`config.mk`:
```
export PLATFORM = sky130hd
export DESIGN_NAME = iob_target_flat
export DESIGN_NICKNAME = d
export VERILOG_FILES = /design/src/rtl/iob_target_if.sv /design/src/rtl/iob_target.sv /design/src/flat_wrapper.sv
export SDC_FILE = /design/constraint.sdc
export NUM_CORES = 1
export LEC_CHECK = 0
export BUFFER_PORTS_ARGS = -buffer_cell sky130_fd_sc_hd__buf_4
export CORE_ASPECT_RATIO = 1.5
export CORE_MARGIN = 2
export CORE_UTILIZATION = 51
export DETAILED_ROUTE_END_ITERATION = 10
export PLACE_DENSITY_LB_ADDON = 0.25
export SYNTH_ARGS = -nofsm -noshare
export SYNTH_HDL_FRONTEND = slang
export SYNTH_SLANG_ARGS = --single-unit
```
`constraint.sdc`:
```
create_clock -name C16M -period 3.5 [get_ports C16M]
set_input_delay 0.525 -clock C16M [delete_from_list [all_inputs] [get_ports C16M]]
set_output_delay 0.525 -clock C16M [all_outputs]
set_load 0.01 [all_outputs]
```
`src/rtl/iob_target_if.sv`:
```
// IOB target bus bundle: 68000-side strobes/acks plus the local REQ/RDY/ERR handshake.
// The slave modport is the target's view; the master modport is the IOB/local side.
interface iob_target_if;
  logic        E;
  logic [23:1] A;
  logic        nAS;
  logic        RnW;
  logic        nUDS;
  logic        nLDS;
  logic        nVMA;
  logic        nDTACK;
  logic        nVPA;
  logic        nBERR;
  logic        nDOE;
  logic        REQ;
  logic        WR;
  logic [1:0]  BE;
  logic [19:1] ADDR;
  logic        RDY;
  logic        ERR;

  modport slave (
    input  E, A, nAS, RnW, nUDS, nLDS, nVMA, RDY, ERR,
    output nDTACK, nVPA, nBERR, nDOE, REQ, WR, BE, ADDR
  );

  modport master (
    output E, A, nAS, RnW, nUDS, nLDS, nVMA, RDY, ERR,
    input  nDTACK, nVPA, nBERR, nDOE, REQ, WR, BE, ADDR
  );
endinterface

```
`src/rtl/iob_target.sv`:
```
// MC68000-bus target on the IOB: decodes nAS/strobes/address, issues a local request and
// answers with nDTACK (async), nVPA (E-synchronous) or nBERR. Outputs are active-low levels.
module iob_target #(
  parameter logic [3:0] BASE  = 4'hE,
  parameter bit         ESYNC = 1'b1,
  parameter int         WS    = 2,
  parameter int         TMO   = 255
) (
  input  logic          C16M,
  input  logic          RES,
  iob_target_if.slave   bus
);
  typedef enum logic [3:0] {
    S_IDLE, S_REQ, S_WAIT, S_ACK, S_VPA, S_VREQ, S_VWAIT, S_VHOLD, S_BERR
  } state_t;

  localparam logic [7:0] WS_C  = WS[7:0];
  localparam logic [7:0] TMO_C = TMO[7:0];

  state_t      state_reg, state_next;
  logic        as_s1_reg, as_s2_reg;
  logic        e_s1_reg, e_s2_reg;
  logic        vma_reg;
  logic [7:0]  cnt_reg, cnt_next;
  logic        rdy_seen_reg, rdy_seen_next;
  logic        wr_reg;
  logic [1:0]  be_reg;
  logic [19:1] addr_reg;
  logic        capture;

  logic       as_on, as_off, e_fall, strobe, hit, rdy_now;
  logic [7:0] cnt_inc;

  assign as_on   = !as_s1_reg && !as_s2_reg;
  assign as_off  = as_s1_reg && as_s2_reg;
  assign e_fall  = e_s2_reg && !e_s1_reg;
  assign strobe  = !bus.nUDS || !bus.nLDS;
  assign hit     = as_on && strobe && (bus.A[23:20] == BASE);
  assign rdy_now = rdy_seen_reg || bus.RDY;
  assign cnt_inc = (cnt_reg == 8'hFF) ? cnt_reg : cnt_reg + 8'd1;

  always_ff @(posedge C16M) begin
    if (RES) begin
      state_reg    <= S_IDLE;
      as_s1_reg    <= 1'b1;
      as_s2_reg    <= 1'b1;
      e_s1_reg     <= 1'b0;
      e_s2_reg     <= 1'b0;
      vma_reg      <= 1'b1;
      cnt_reg      <= 8'd0;
      rdy_seen_reg <= 1'b0;
      wr_reg       <= 1'b0;
      be_reg       <= 2'b00;
      addr_reg     <= '0;
    end else begin
      state_reg    <= state_next;
      as_s1_reg    <= bus.nAS;
      as_s2_reg    <= as_s1_reg;
      e_s1_reg     <= bus.E;
      e_s2_reg     <= e_s1_reg;
      vma_reg      <= bus.nVMA;
      cnt_reg      <= cnt_next;
      rdy_seen_reg <= rdy_seen_next;
      if (capture) begin
        wr_reg   <= !bus.RnW;
        be_reg   <= {!bus.nUDS, !bus.nLDS};
        addr_reg <= bus.A[19:1];
      end
    end
  end

  // cnt_next is the number of cycles elapsed since REQ rose, as seen after this edge,
  // so a RDY in the cycle after REQ yields nDTACK exactly WS cycles after REQ.
  always_comb begin
    state_next    = state_reg;
    cnt_next      = cnt_reg;
    rdy_seen_next = rdy_seen_reg;
    capture       = 1'b0;
    case (state_reg)
      S_IDLE: begin
        if (hit) begin
          capture    = 1'b1;
          cnt_next   = 8'd0;
          state_next = (ESYNC && bus.A[19]) ? S_VPA : S_REQ;
        end
      end
      S_REQ: begin
        cnt_next      = 8'd1;
        rdy_seen_next = 1'b0;
        state_next    = S_WAIT;
      end
      S_WAIT: begin
        cnt_next      = cnt_inc;
        rdy_seen_next = rdy_now;
        if (bus.ERR)                          state_next = S_BERR;
        else if (rdy_now && cnt_inc >= WS_C)  state_next = S_ACK;
        else if (cnt_inc == TMO_C)            state_next = S_BERR;
        else if (as_off)                      state_next = S_IDLE;
      end
      S_ACK: begin
        // TAS/RMW phase boundary: strobes drop while nAS is still held (raw and synced),
        // which keeps a normal end-of-cycle (nAS and strobes rising together) out of it.
        if (as_off)
          state_next = S_IDLE;
        else if (as_on && !bus.nAS && bus.nUDS && bus.nLDS)
          state_next = S_IDLE;
      end
      S_VPA: begin
        if (as_off)        state_next = S_IDLE;
        else if (!vma_reg) state_next = S_VREQ;
      end
      S_VREQ: begin
        cnt_next      = 8'd0;
        rdy_seen_next = 1'b0;
        state_next    = S_VWAIT;
      end
      S_VWAIT: begin
        rdy_seen_next = rdy_now;
        if (bus.ERR)     state_next = S_BERR;
        else if (e_fall) state_next = rdy_now ? S_VHOLD : S_BERR;
      end
      S_VHOLD: if (as_off) state_next = S_IDLE;
      S_BERR:  if (as_off) state_next = S_IDLE;
      default: state_next = S_IDLE;
    endcase
  end

  always_comb begin
    bus.REQ    = (state_reg == S_REQ) || (state_reg == S_VREQ);
    bus.nDTACK = !(state_reg == S_ACK);
    bus.nBERR  = !(state_reg == S_BERR);
    bus.nVPA   = !((state_reg == S_VPA) || (state_reg == S_VREQ) ||
                   (state_reg == S_VWAIT) || (state_reg == S_VHOLD));
    bus.nDOE   = !(!wr_reg && (state_reg != S_IDLE) && (state_reg != S_VPA));
  end

  assign bus.WR   = wr_reg;
  assign bus.BE   = be_reg;
  assign bus.ADDR = addr_reg;
endmodule

```
`src/flat_wrapper.sv`:
```
// flat-port wrapper written by rule: the top's interface ports become plain ports
module iob_target_flat 
#(
  parameter logic [3:0] BASE  = 4'hE,
  parameter bit         ESYNC = 1'b1,
  parameter int         WS    = 2,
  parameter int         TMO   = 255
)
  (C16M, RES, bus_E, bus_A, bus_nAS, bus_RnW, bus_nUDS, bus_nLDS, bus_nVMA, bus_RDY, bus_ERR, bus_nDTACK, bus_nVPA, bus_nBERR, bus_nDOE, bus_REQ, bus_WR, bus_BE, bus_ADDR);
  iob_target_if bus_i ();
  input  logic C16M;
  input  logic RES;
  input wire logic [$bits(bus_i.E)-1:0] bus_E;
  input wire logic [$bits(bus_i.A)-1:0] bus_A;
  input wire logic [$bits(bus_i.nAS)-1:0] bus_nAS;
  input wire logic [$bits(bus_i.RnW)-1:0] bus_RnW;
  input wire logic [$bits(bus_i.nUDS)-1:0] bus_nUDS;
  input wire logic [$bits(bus_i.nLDS)-1:0] bus_nLDS;
  input wire logic [$bits(bus_i.nVMA)-1:0] bus_nVMA;
  input wire logic [$bits(bus_i.RDY)-1:0] bus_RDY;
  input wire logic [$bits(bus_i.ERR)-1:0] bus_ERR;
  output wire logic [$bits(bus_i.nDTACK)-1:0] bus_nDTACK;
  output wire logic [$bits(bus_i.nVPA)-1:0] bus_nVPA;
  output wire logic [$bits(bus_i.nBERR)-1:0] bus_nBERR;
  output wire logic [$bits(bus_i.nDOE)-1:0] bus_nDOE;
  output wire logic [$bits(bus_i.REQ)-1:0] bus_REQ;
  output wire logic [$bits(bus_i.WR)-1:0] bus_WR;
  output wire logic [$bits(bus_i.BE)-1:0] bus_BE;
  output wire logic [$bits(bus_i.ADDR)-1:0] bus_ADDR;
  assign bus_i.E = bus_E;
  assign bus_i.A = bus_A;
  assign bus_i.nAS = bus_nAS;
  assign bus_i.RnW = bus_RnW;
  assign bus_i.nUDS = bus_nUDS;
  assign bus_i.nLDS = bus_nLDS;
  assign bus_i.nVMA = bus_nVMA;
  assign bus_i.RDY = bus_RDY;
  assign bus_i.ERR = bus_ERR;
  assign bus_nDTACK = bus_i.nDTACK;
  assign bus_nVPA = bus_i.nVPA;
  assign bus_nBERR = bus_i.nBERR;
  assign bus_nDOE = bus_i.nDOE;
  assign bus_REQ = bus_i.REQ;
  assign bus_WR = bus_i.WR;
  assign bus_BE = bus_i.BE;
  assign bus_ADDR = bus_i.ADDR;
  iob_target #(.BASE(BASE), .ESYNC(ESYNC), .WS(WS), .TMO(TMO)) u_core (.C16M(C16M), .RES(RES), .bus(bus_i));
endmodule
```
# ---- Word-level counts from Yosys, hierarchy flattened
# Index checks and enable logic that the tools add are counted.
dict set report totals {
  register_bits 40
  input_bits 33
  wordCells 87
}
dict set report op_classes {
  n_addsub 1
  order_cmp 1
  eq_ne 16
  n_mux 20
  n_reduce_logical 38
}
# op count
set op_table {}
lappend op_table {{4-bit 2-to-1 mux} 12}
lappend op_table {{4-bit case mux with 8 select lines} 1}
lappend op_table {{8-bit case mux with 4 select lines} 1}
lappend op_table {{4-bit by 3-bit equality test with 1-bit output, second input constant} 4}
lappend op_table {{8-bit equality test, second input constant} 2}
lappend op_table {{8-bit 2-to-1 mux} 2}
lappend op_table {{1-bit logical NOT} 12}
lappend op_table {{1-bit logical AND} 11}
lappend op_table {{8-bit by 1-bit adder with 8-bit output, second input constant} 1}
lappend op_table {{4-bit by 2-bit equality test with 1-bit output, second input constant} 2}
lappend op_table {{4-bit equality test, second input constant} 2}
lappend op_table {{8-bit by 2-bit >= comparator with 1-bit output, second input constant} 1}
lappend op_table {{4-bit nonzero test} 2}
lappend op_table {{1-bit logical OR} 6}
lappend op_table {{2-bit OR reduction} 3}
lappend op_table {{4-bit by 1-bit equality test with 1-bit output, second input constant} 1}
lappend op_table {{4-bit logical NOT} 1}
lappend op_table {{4-bit by 3-bit != test with 1-bit output, second input constant} 1}
lappend op_table {{4-bit AND reduction} 1}
lappend op_table {{3-bit 2-to-1 mux} 1}
lappend op_table {{3-bit by 1-bit != test with 1-bit output, second input constant} 1}
lappend op_table {{3-bit by 2-bit != test with 1-bit output, second input constant} 1}
lappend op_table {{3-bit != test, second input constant} 1}
lappend op_table {{1-bit 2-to-1 mux} 2}
lappend op_table {{4 further kinds} 4}

# ---- Logic depth before layout (Yosys ltp)
# Gate-level depths: netlist of the first run.
dict set report depth {
  word_depth 8
  ltp_mapped 8
  depth_no_buf 7
}

# ---- Least setup slack after synthesis of the first run
# No wires, ideal clock.
dict set report synth_path {
  kind {register -> register}
  start {register u_core.cnt_reg[1]}
  end {register u_core.state_reg[1]}
  setup_time_ps 119
  t_arrival_ps 1973
  required_time_ps 3381
  setup_slack_ps 1408
  stages_incl_launch_ff 8
  path_buffers 0
  synth_period_minus_slack_ps 2092
  cell_sequence {dfxtp_1 -> ha_1 -> nand3_1 -> nor3_1 -> nor2b_1 -> or4_4 -> a21oi_1 -> o21ai_1}
}
dict set report synth_between {
  elab_chain_cells 7
  word_cells_on_any_way 10
}
# element line_no
set synth_rtl {}
lappend synth_rtl {{start: declaration} iob_target.sv:24} ;# logic [7:0] cnt_reg, cnt_next;
lappend synth_rtl {{start signal: assignment} iob_target.sv:62} ;# cnt_reg <= cnt_next;
lappend synth_rtl {{8-bit by 1-bit adder with 8-bit output or 8-bit equality test (tied branches)} iob_target.sv:40} ;# assign cnt_inc = (cnt_reg == 8'hFF) ? cnt_reg : cnt_reg + 8'd1;
lappend synth_rtl {{8-bit 2-to-1 mux *} iob_target.sv:40}
lappend synth_rtl {{8-bit by 2-bit >= comparator with 1-bit output or 8-bit equality test (tied branches)} {iob_target.sv:96, iob_target.sv:97}}
lappend synth_rtl {{1-bit logical AND or 4-bit 2-to-1 mux (tied branches)} {iob_target.sv:96, iob_target.sv:97}}
lappend synth_rtl {{4-bit 2-to-1 mux *} iob_target.sv:96} ;# else if (rdy_now && cnt_inc >= WS_C) state_next = S_ACK;
lappend synth_rtl {{4-bit 2-to-1 mux *} iob_target.sv:95} ;# if (bus.ERR) state_next = S_BERR;
lappend synth_rtl {{4-bit case mux with 8 select lines *} iob_target.sv:79} ;# case (state_reg)
lappend synth_rtl {{end signal: assignment} iob_target.sv:56} ;# state_reg <= state_next;
lappend synth_rtl {{end: declaration} iob_target.sv:20} ;# state_t state_reg, state_next;
# Mark *: on every way between the ends. The rest lies on a longest branch, timed or not.
# A chain may end at the register's enable or synchronous reset.

# ---- Worst setup path in the final report of the first run
dict set report layout_path {
  start {register u_core.cnt_reg[0]}
  end {register u_core.state_reg[1]}
}
# The elaborated chain is that of the path after synthesis.

==> run metrics, run 1 <==
# diodes=0; # resized after CTS=0; wire per inst=13.9 um; Post-Syn Area per Cell=7.41 um2; Post CTS Setup Buffer Count=0; maximum vdd ir drop=0.490 mV; Syn Nets=318; DIE AREA=0.00467 mm2; number of nets in the layout=365; slowest CP cell=nor3_1; run status=complete, no violations; pwr/cell area=343 mW/mm2; CTS buffer count=5; CP Class=reg -> reg; antenna violations before repair=0; Fin. Hold Viols=0; vias per std cell=5.65; flops & latches, synth=40; clock slew at reported path FFs=0.08 ns; number of synthesized flops with an enable pin=0; I/O Buffers=59; Synth async-reset ratio=0; slew margin rel.=0.471; Tcrit/Tclk final=0.733; fin cells=377; Yosys warnings=0; Detailed Place HPWL=3890 um; drt drc=0; Slew Viols, Final=0; CTS tree=done; worst setup margin=0.934 ns; final clock skew=0.00767 ns; CP peak stage delay=0.69 ns; fin crit period=2.57 ns; Main synth FF type=dfxtp_1; clk_lat worst skew=0.30 ns; hold buffer count at CTS=0; Critical Path Source Type=register; Cell Chain, Critical Path=ha_1 > nand3_1 > nor3_1 > nor2b_1 > or4_4 > a21oi_1 > o21ai_1; Routed Antenna Nets=0; Max Cap Viol=0; router iterations before antenna repair=4; vias in the first global route=1928; share of cells above drive strength 1=0.235; Critical Path RT=3.69 ns; Die W=56.5 um; GRT Overall Usage=0.226; fin util=0.667; P_leak=0.00103 uW; DRT iter0 DRCs=114; max reg flops=19; htree depth=2; starting density of the core=0.532; RSZ-0062 raised after global routing=no; DP Cell Count=369; GPL Wtd Cong=0.874; Root Buffer Master=clkbuf_8; Gate Count Post-Synth=284; hold_ws=0.409 ns; Finish-stage setup viols=0; Critical Path AT=2.75 ns; # IOs=60; Crit Path Max Fanout=9; CP endpoint kind=register; Core Area=0.00396 mm2; fmax=390 MHz; Distinct cells, synth=51; largest net degree at the start of global routing=40; Fillers=352; WL final=5240 um; Remaining Overflow, GRT=0; pre-CTS setup slack=0.998 ns; CTS Sinks=40; final setup TNS=0 ns; Via Count=2130; clock buffer depth=2; die height=82.7 um; Seq/Total Area, Yosys=0.380; row count=28; Worst-Margin Slew=0.788 ns; Area Growth Syn to Fin=25.3%; Mapped Area=0.00211 mm2; Worst Hold Class=in -> reg; global-route wire length before repair=8430 um
## final cells by class
type	instances	area [um2]	area share
clock buffer	6	82.6	0.0313
clock inverter	2	38.8	0.0147
inverter	9	33.8	0.0128
multi-input combinational	214	1170	0.443
sequential	40	801	0.303
tap	45	56.3	0.0213
timing repair buffer	61	458	0.174
## per-layer routing
layer	track usage	wire (um)
met1	0.257	2110
met2	0.406	2720
met3	0.0452	289
met4	0.105	123
met5	0	0
## through the flow
step	total power, uW	area, um2
final	906	2640
after global routing	933	2640
after CTS	913	2640
after detailed placement	522	2520
after global placement	521	2520
after floorplan	488	2110
## where the power goes
part / internal (uW) / switching (uW) / total (uW)
clock network: 233 / 162 / 395
registers: 458 / 2.00 / 460
logic: 29.6 / 21.2 / 50.8
## synthesized netlist by cell type (2+ instances only)
library cell / number / area (um2)
nand2_1: 52 / 195
dfxtp_1: 40 / 801
a21oi_1: 36 / 180
nor2_1: 23 / 86.3
clkbuf_1: 16 / 60.1
o21ai_0: 10 / 50.1
a211oi_1: 9 / 67.6
inv_1: 9 / 33.8
nor3_1: 9 / 45.0
nand3_1: 8 / 40.0
a31oi_1: 6 / 37.5
nand4_1: 6 / 37.5
or2_2: 4 / 25.0
a21boi_0: 3 / 22.5
and3_1: 3 / 18.8
nor2b_1: 3 / 18.8
nor4_1: 3 / 18.8
or3_1: 3 / 18.8
a22oi_1: 2 / 15.0
buf_4: 2 / 15.0
buf_6: 2 / 22.5
mux2i_1: 2 / 20.0
nand2b_1: 2 / 12.5
nand3b_1: 2 / 15.0
nor4bb_1: 2 / 20.0
o21ai_1: 2 / 10.0
## worst max-delay path, delay by kind of cell (launching register included)
kind                     cells  cell delay [ns]
AO/OA/AOI/OAI                2             0.21
AND/OR/NAND/NOR              4             1.39
adder cells (fa/ha/maj)      1             0.36
flip-flops                   1             0.50
## final timing paths
kind | startpoint | end | depth (start not counted) | slack [ns]
setup reg to reg | u_core.cnt_reg[0]$_SDFFE_PP0P_ | u_core.state_reg[1]$_SDFFE_PP0P_ | 7 | 0.93
hold reg to reg | u_core.bus.ADDR[10]$_SDFFE_PP0P_ | u_core.bus.ADDR[10]$_SDFFE_PP0P_ | 2 | 0.46
hold / removal | bus_nLDS | u_core.bus.BE[0]$_SDFFE_PP0P_ | 2 | 0.41
setup / recovery | u_core.cnt_reg[0]$_SDFFE_PP0P_ | u_core.state_reg[1]$_SDFFE_PP0P_ | 7 | 0.93
## kinds of logic after synthesis
kind of cell    count (synthesis)  synth area share
simple gates                  131             0.307
compound gates                 79             0.229
flops                          40             0.380
buf+inv                        30            0.0648
mux                             2           0.00951
xor+xnor                        1           0.00416
fa+ha+maj                       1           0.00594
## layout by cell type (no fill, tap or decap), drive strengths merged, types with 4 or more instances in the layout
master,synthesis,final
buf,5,61
nand2,52,52
dfxtp,40,40
a21oi,36,36
nor2,23,23
o21ai,12,12
inv,9,9
nor3,9,9
a211oi,9,9
nand3,8,8
a31oi,6,6
nand4,6,6
clkbuf,16,6
or2,5,5
or3,4,4
(Power assumes the default switching activity.)
==> run 2: changes to the inputs <==
==> constraint.sdc (replaced) <==
create_clock -name C16M -period 2.6 [get_ports C16M]
set_input_delay 0.39 -clock C16M [delete_from_list [all_inputs] [get_ports C16M]]
set_output_delay 0.39 -clock C16M [all_outputs]
set_load 0.01 [all_outputs]
==> run metrics, run 2 (synthesis gave the netlist of run 1 again) <==
run status=complete, no violations; Cells on Worst Hold Path=2; CP endpoint kind=register; DP Cell Count=376; Tcrit/Tclk final=0.877; Post CTS Setup Buffer Count=0; Critical Path Source Type=register; most frequent cells in the layout=buf_4, nand2_1, dfxtp_1; DIE AREA=0.00467 mm2; GRT Overall Usage=0.233; # resized after CTS=0; vias per std cell=5.82; antenna violations before repair=0; Worst-Margin Slew=0.579 ns; slowest CP cell=dfxtp_1; Crit Path Max Fanout=9; hold buffer count at CTS=0; area of the multi-input gates=0.00117 mm2; fin util=0.680; share of cells above drive strength 1=0.251; Fillers=358; Core Area=0.00396 mm2; drt drc=0; number of nets in the layout=372; CP peak stage delay=0.49 ns; clk_lat worst skew=0.29 ns; pwr/cell area=454 mW/mm2; RSZ-0062 raised after global routing=no; # IOs=60; Via Count=2234; max reg flops=19; slew margin rel.=0.611; P_leak=0.00107 uW; maximum vdd ir drop=0.579 mV; # diodes=0; fin crit period=2.28 ns; CP Class=reg -> reg; Detailed Place HPWL=4000 um; DRT iter0 DRCs=134; fin cells=384; Root Buffer Master=clkbuf_8; R2R depth=8; Area Growth Syn to Fin=27.8%; register area=801 um2; htree depth=2; WL final=5420 um; fmax=439 MHz; Worst Hold Class=in -> reg; commonest non-fill, non-tap cell in the layout=buf_4; GPL Wtd Cong=0.950; Cell Chain, Critical Path=ha_1 > nand3_1 > nor3_1 > buf_4 > nor2b_1 > or4_4 > a21oi_1 > o21ai_1; final clock skew=0.00759 ns; CTS Sinks=40; I/O Buffers=59; row count=28; Routed Antenna Nets=0; Slew Viols, Final=0; final setup TNS=0 ns; starting density of the core=0.532; clock buffer depth=2; Finish-stage setup viols=0; Fin. Hold Viols=0; vias in the first global route=1959; largest net degree at the start of global routing=40; die height=82.7 um; clock slew at reported path FFs=0.08 ns; Max Cap Viol=0; global-route wire length before repair=8650 um; router iterations before antenna repair=4; CTS tree=done; wire per inst=14.1 um; CTS buffer count=5; Critical Path AT=2.47 ns; Die W=56.5 um; Critical Path RT=2.79 ns; Remaining Overflow, GRT=0
run 2: cell count changes in the layout (fill, tap and decap cells not counted):
cell	delta
buf_4	+7
run 2: final cells by class:
class / instances / area share
clock buffers: 6 / 0.0307
clock inverters: 2 / 0.0144
inverters: 9 / 0.0126
multi-input cells: 214 / 0.434
flip-flops and latches: 40 / 0.298
well taps: 45 / 0.0209
repair buffers: 68 / 0.190
run 2: path summary, 6_finish.rpt:
kind	start	to	slack, ns
worst max-delay path	u_core.cnt_reg[0]$_SDFFE_PP0P_	u_core.state_reg[1]$_SDFFE_PP0P_	0.32
worst min-delay path	bus_nLDS	u_core.bus.BE[0]$_SDFFE_PP0P_	0.27
worst max register to register	u_core.cnt_reg[0]$_SDFFE_PP0P_	u_core.state_reg[1]$_SDFFE_PP0P_	0.32
worst min register to register	u_core.bus.ADDR[2]$_SDFFE_PP0P_	u_core.bus.ADDR[2]$_SDFFE_PP0P_	0.46
run 2: critical path: cells and delay by family (launching register included):
kind,cells,cell delay [ns]
simple gates,4,0.92
flops,1,0.49
fa+ha+maj,1,0.35
compound gates,2,0.22
buf+inv,1,0.19
run 2: per-stage QoR:
stage | hold WS [ns] | setup WS (ns) | power, uW | instance area [um2]
after global routing | 0.274 | 0.156 | 1260 | 2690
after detailed placement | 0.447 | 0.384 | 701 | 2570
after floorplan | 0.429 | 0.508 | 657 | 2110
after global placement | 0.442 | 0.436 | 701 | 2570
after CTS | 0.269 | 0.346 | 1230 | 2690
final | 0.273 | 0.320 | 1220 | 2690
run 2: power by group:
group	switching [uW]	internal, uW	total, uW
registers	2.61	616	619
logic	28.2	39.9	68.0
clock network	222	314	536
total	253	970	1220
run 2: routing by layer:
| layer | up-vias | routed length, um | track usage |
|---|---|---|---|
| met5 | - | 0 | 0 |
| met4 | 0 | 156 | 0.0976 |
| met3 | 19 | 289 | 0.0405 |
| met2 | 88 | 2790 | 0.417 |
| met1 | 1014 | 2180 | 0.273 |
| li1 | 1113 | - | - |
==> run 3: changes to the inputs <==
--- a/config.mk
+++ b/config.mk
@@ -6,9 +6,11 @@
 export NUM_CORES = 1
 export LEC_CHECK = 0
 export BUFFER_PORTS_ARGS = -buffer_cell sky130_fd_sc_hd__buf_4
+export CELL_PAD_IN_SITES_DETAIL_PLACEMENT = 1
+export CELL_PAD_IN_SITES_GLOBAL_PLACEMENT = 2
 export CORE_ASPECT_RATIO = 1.5
 export CORE_MARGIN = 2
-export CORE_UTILIZATION = 51
+export CORE_UTILIZATION = 28
 export DETAILED_ROUTE_END_ITERATION = 10
 export PLACE_DENSITY_LB_ADDON = 0.25
 export SYNTH_ARGS = -nofsm -noshare
==> run metrics, run 3 (synthesis gave the netlist of run 1 again) <==
drt drc=0; Area Growth Syn to Fin=32.5%; clock buffer depth=2; Critical Path AT=2.45 ns; CTS buffer count=5; CP peak stage delay=0.56 ns; run status=complete, no violations; pre-CTS setup slack=0.379 ns; DRT iter0 DRCs=49; Design Power=1240 uW; Worst Hold Class=in -> reg; GRT Overall Usage=0.173; Switching Share=0.216; Clk pwr share=0.444; Tcrit/Tclk final=0.868; slowest CP cell=or4_4; Post-DP Area=0.00267 mm2; share of cells above drive strength 1=0.259; clk_lat worst skew=0.30 ns; CP Class=reg -> reg; # IOs=60; hold buffer count at CTS=0; Cells on Worst Hold Path=2; CP Depth=7; RSZ-0062 raised after global routing=no; NetSw=268 uW; vias per std cell=5.05; delay-heaviest family, CP=simple AND/OR/NAND/NOR gates; fmax=443 MHz; Fin. Hold Viols=0; max reg flops=19; final setup TNS=0 ns; most frequent cells in the layout=buf_4, nand2_1, dfxtp_1; Core Area=0.00727 mm2; Worst-Margin Slew=0.439 ns; antenna violations before repair=0; largest net degree at the start of global routing=40; cell area after layout=0.00279 mm2; Critical Path Source Type=register; commonest non-fill, non-tap cell in the layout=buf_4; Worst R2R Setup Slack=0.34 ns; Via Count=2236; wire per inst=15.5 um; Max Cap Viol=0; Post CTS Setup Buffer Count=0; Finish-stage setup viols=0; Gate power share=0.057; CTS Sinks=40; CP endpoint kind=register; vias in the first global route=2274; P_leak=0.00109 uW; DIE AREA=0.00824 mm2; Remaining Overflow, GRT=0; global-route wire length before repair=10900 um; slew margin rel.=0.707; htree depth=2; Routed Antenna Nets=0; Cell Chain, Critical Path=ha_1 > and3_1 > a311oi_1 > o21ai_0 > or4_4 > a21oi_1 > o21ai_1; fin util=0.384; worst setup margin=0.343 ns; die height=110 um; WL final=6870 um; clock slew at reported path FFs=0.08 ns; R2R depth=7; cell-internal power=970 uW; I/O Buffers=59; Root Buffer Master=clkbuf_8; number of nets in the layout=376; row count=38; Critical Path RT=2.79 ns; starting density of the core=0.289; # resized after CTS=0; Die W=74.8 um; maximum vdd ir drop=0.215 mV; GPL Wtd Cong=0.793; # diodes=0; Fillers=914; CTS tree=done; router iterations before antenna repair=4; fin crit period=2.26 ns; pwr/cell area=444 mW/mm2; final clock skew=0.00651 ns; Crit Path Max Fanout=9; Detailed Place HPWL=5130 um; Slew Viols, Final=0; CP bufs+invs=0; sequential share of power=0.500
==> run 3: area by class of cell <==
class                           instances  area [um2]  area share
Timing Repair Buffer                   72         541       0.194
Multi-Input combinational cell        214        1170       0.419
Clock inverter                          2        38.8      0.0139
Clock buffer                            6        82.6      0.0296
Sequential cell                        40         801       0.287
Tap cell                              100         125      0.0448
Inverter                                9        33.8      0.0121
==> run 3: through the flow <==
step / instances / hold WS [ns]
2_1_floorplan: 284 / 0.429
3_3_place_gp: 435 / 0.442
3_5_place_dp: 435 / 0.450
4_1_cts: 443 / 0.244
5_1_grt: 443 / 0.259
6_report: 443 / 0.262
==> run 3: final timing paths <==
path | from | to
max | u_core.cnt_reg[1]$_SDFFE_PP0P_ | u_core.state_reg[1]$_SDFFE_PP0P_
min | bus_RnW | u_core.bus.WR$_SDFFE_PP0P_
max reg2reg | u_core.cnt_reg[1]$_SDFFE_PP0P_ | u_core.state_reg[1]$_SDFFE_PP0P_
min reg2reg | u_core.bus.ADDR[5]$_SDFFE_PP0P_ | u_core.bus.ADDR[5]$_SDFFE_PP0P_
==> run 3: metal layers <==
metal	track usage	routed length (um)	up-vias
met5	0	0	-
met4	0.0995	295	0
met3	0.0318	255	22
met2	0.308	3590	51
met1	0.187	2730	1042
li1	-	-	1121
==> run 3: power by group through the flow <==
| stage | Clock, uW | Combinational [uW] | Sequential, uW |
|---|---|---|---|
| after floorplan | 0 | 24.2 | 633 |
| after global placement | 0 | 71.7 | 633 |
| after detailed placement | 0 | 72.1 | 633 |
| after CTS | 579 | 72.3 | 619 |
| after global routing | 599 | 76.6 | 619 |
| final | 549 | 70.2 | 618 |
==> run 3: worst register-to-register path: cells and delay by family, from the launching register on <==
family,cells,cell delay (ns)
DFF,1,0.38
and+or+nand+nor,2,0.84
adders and majority gates,1,0.31
AOI/OAI and AO/OA,4,0.64
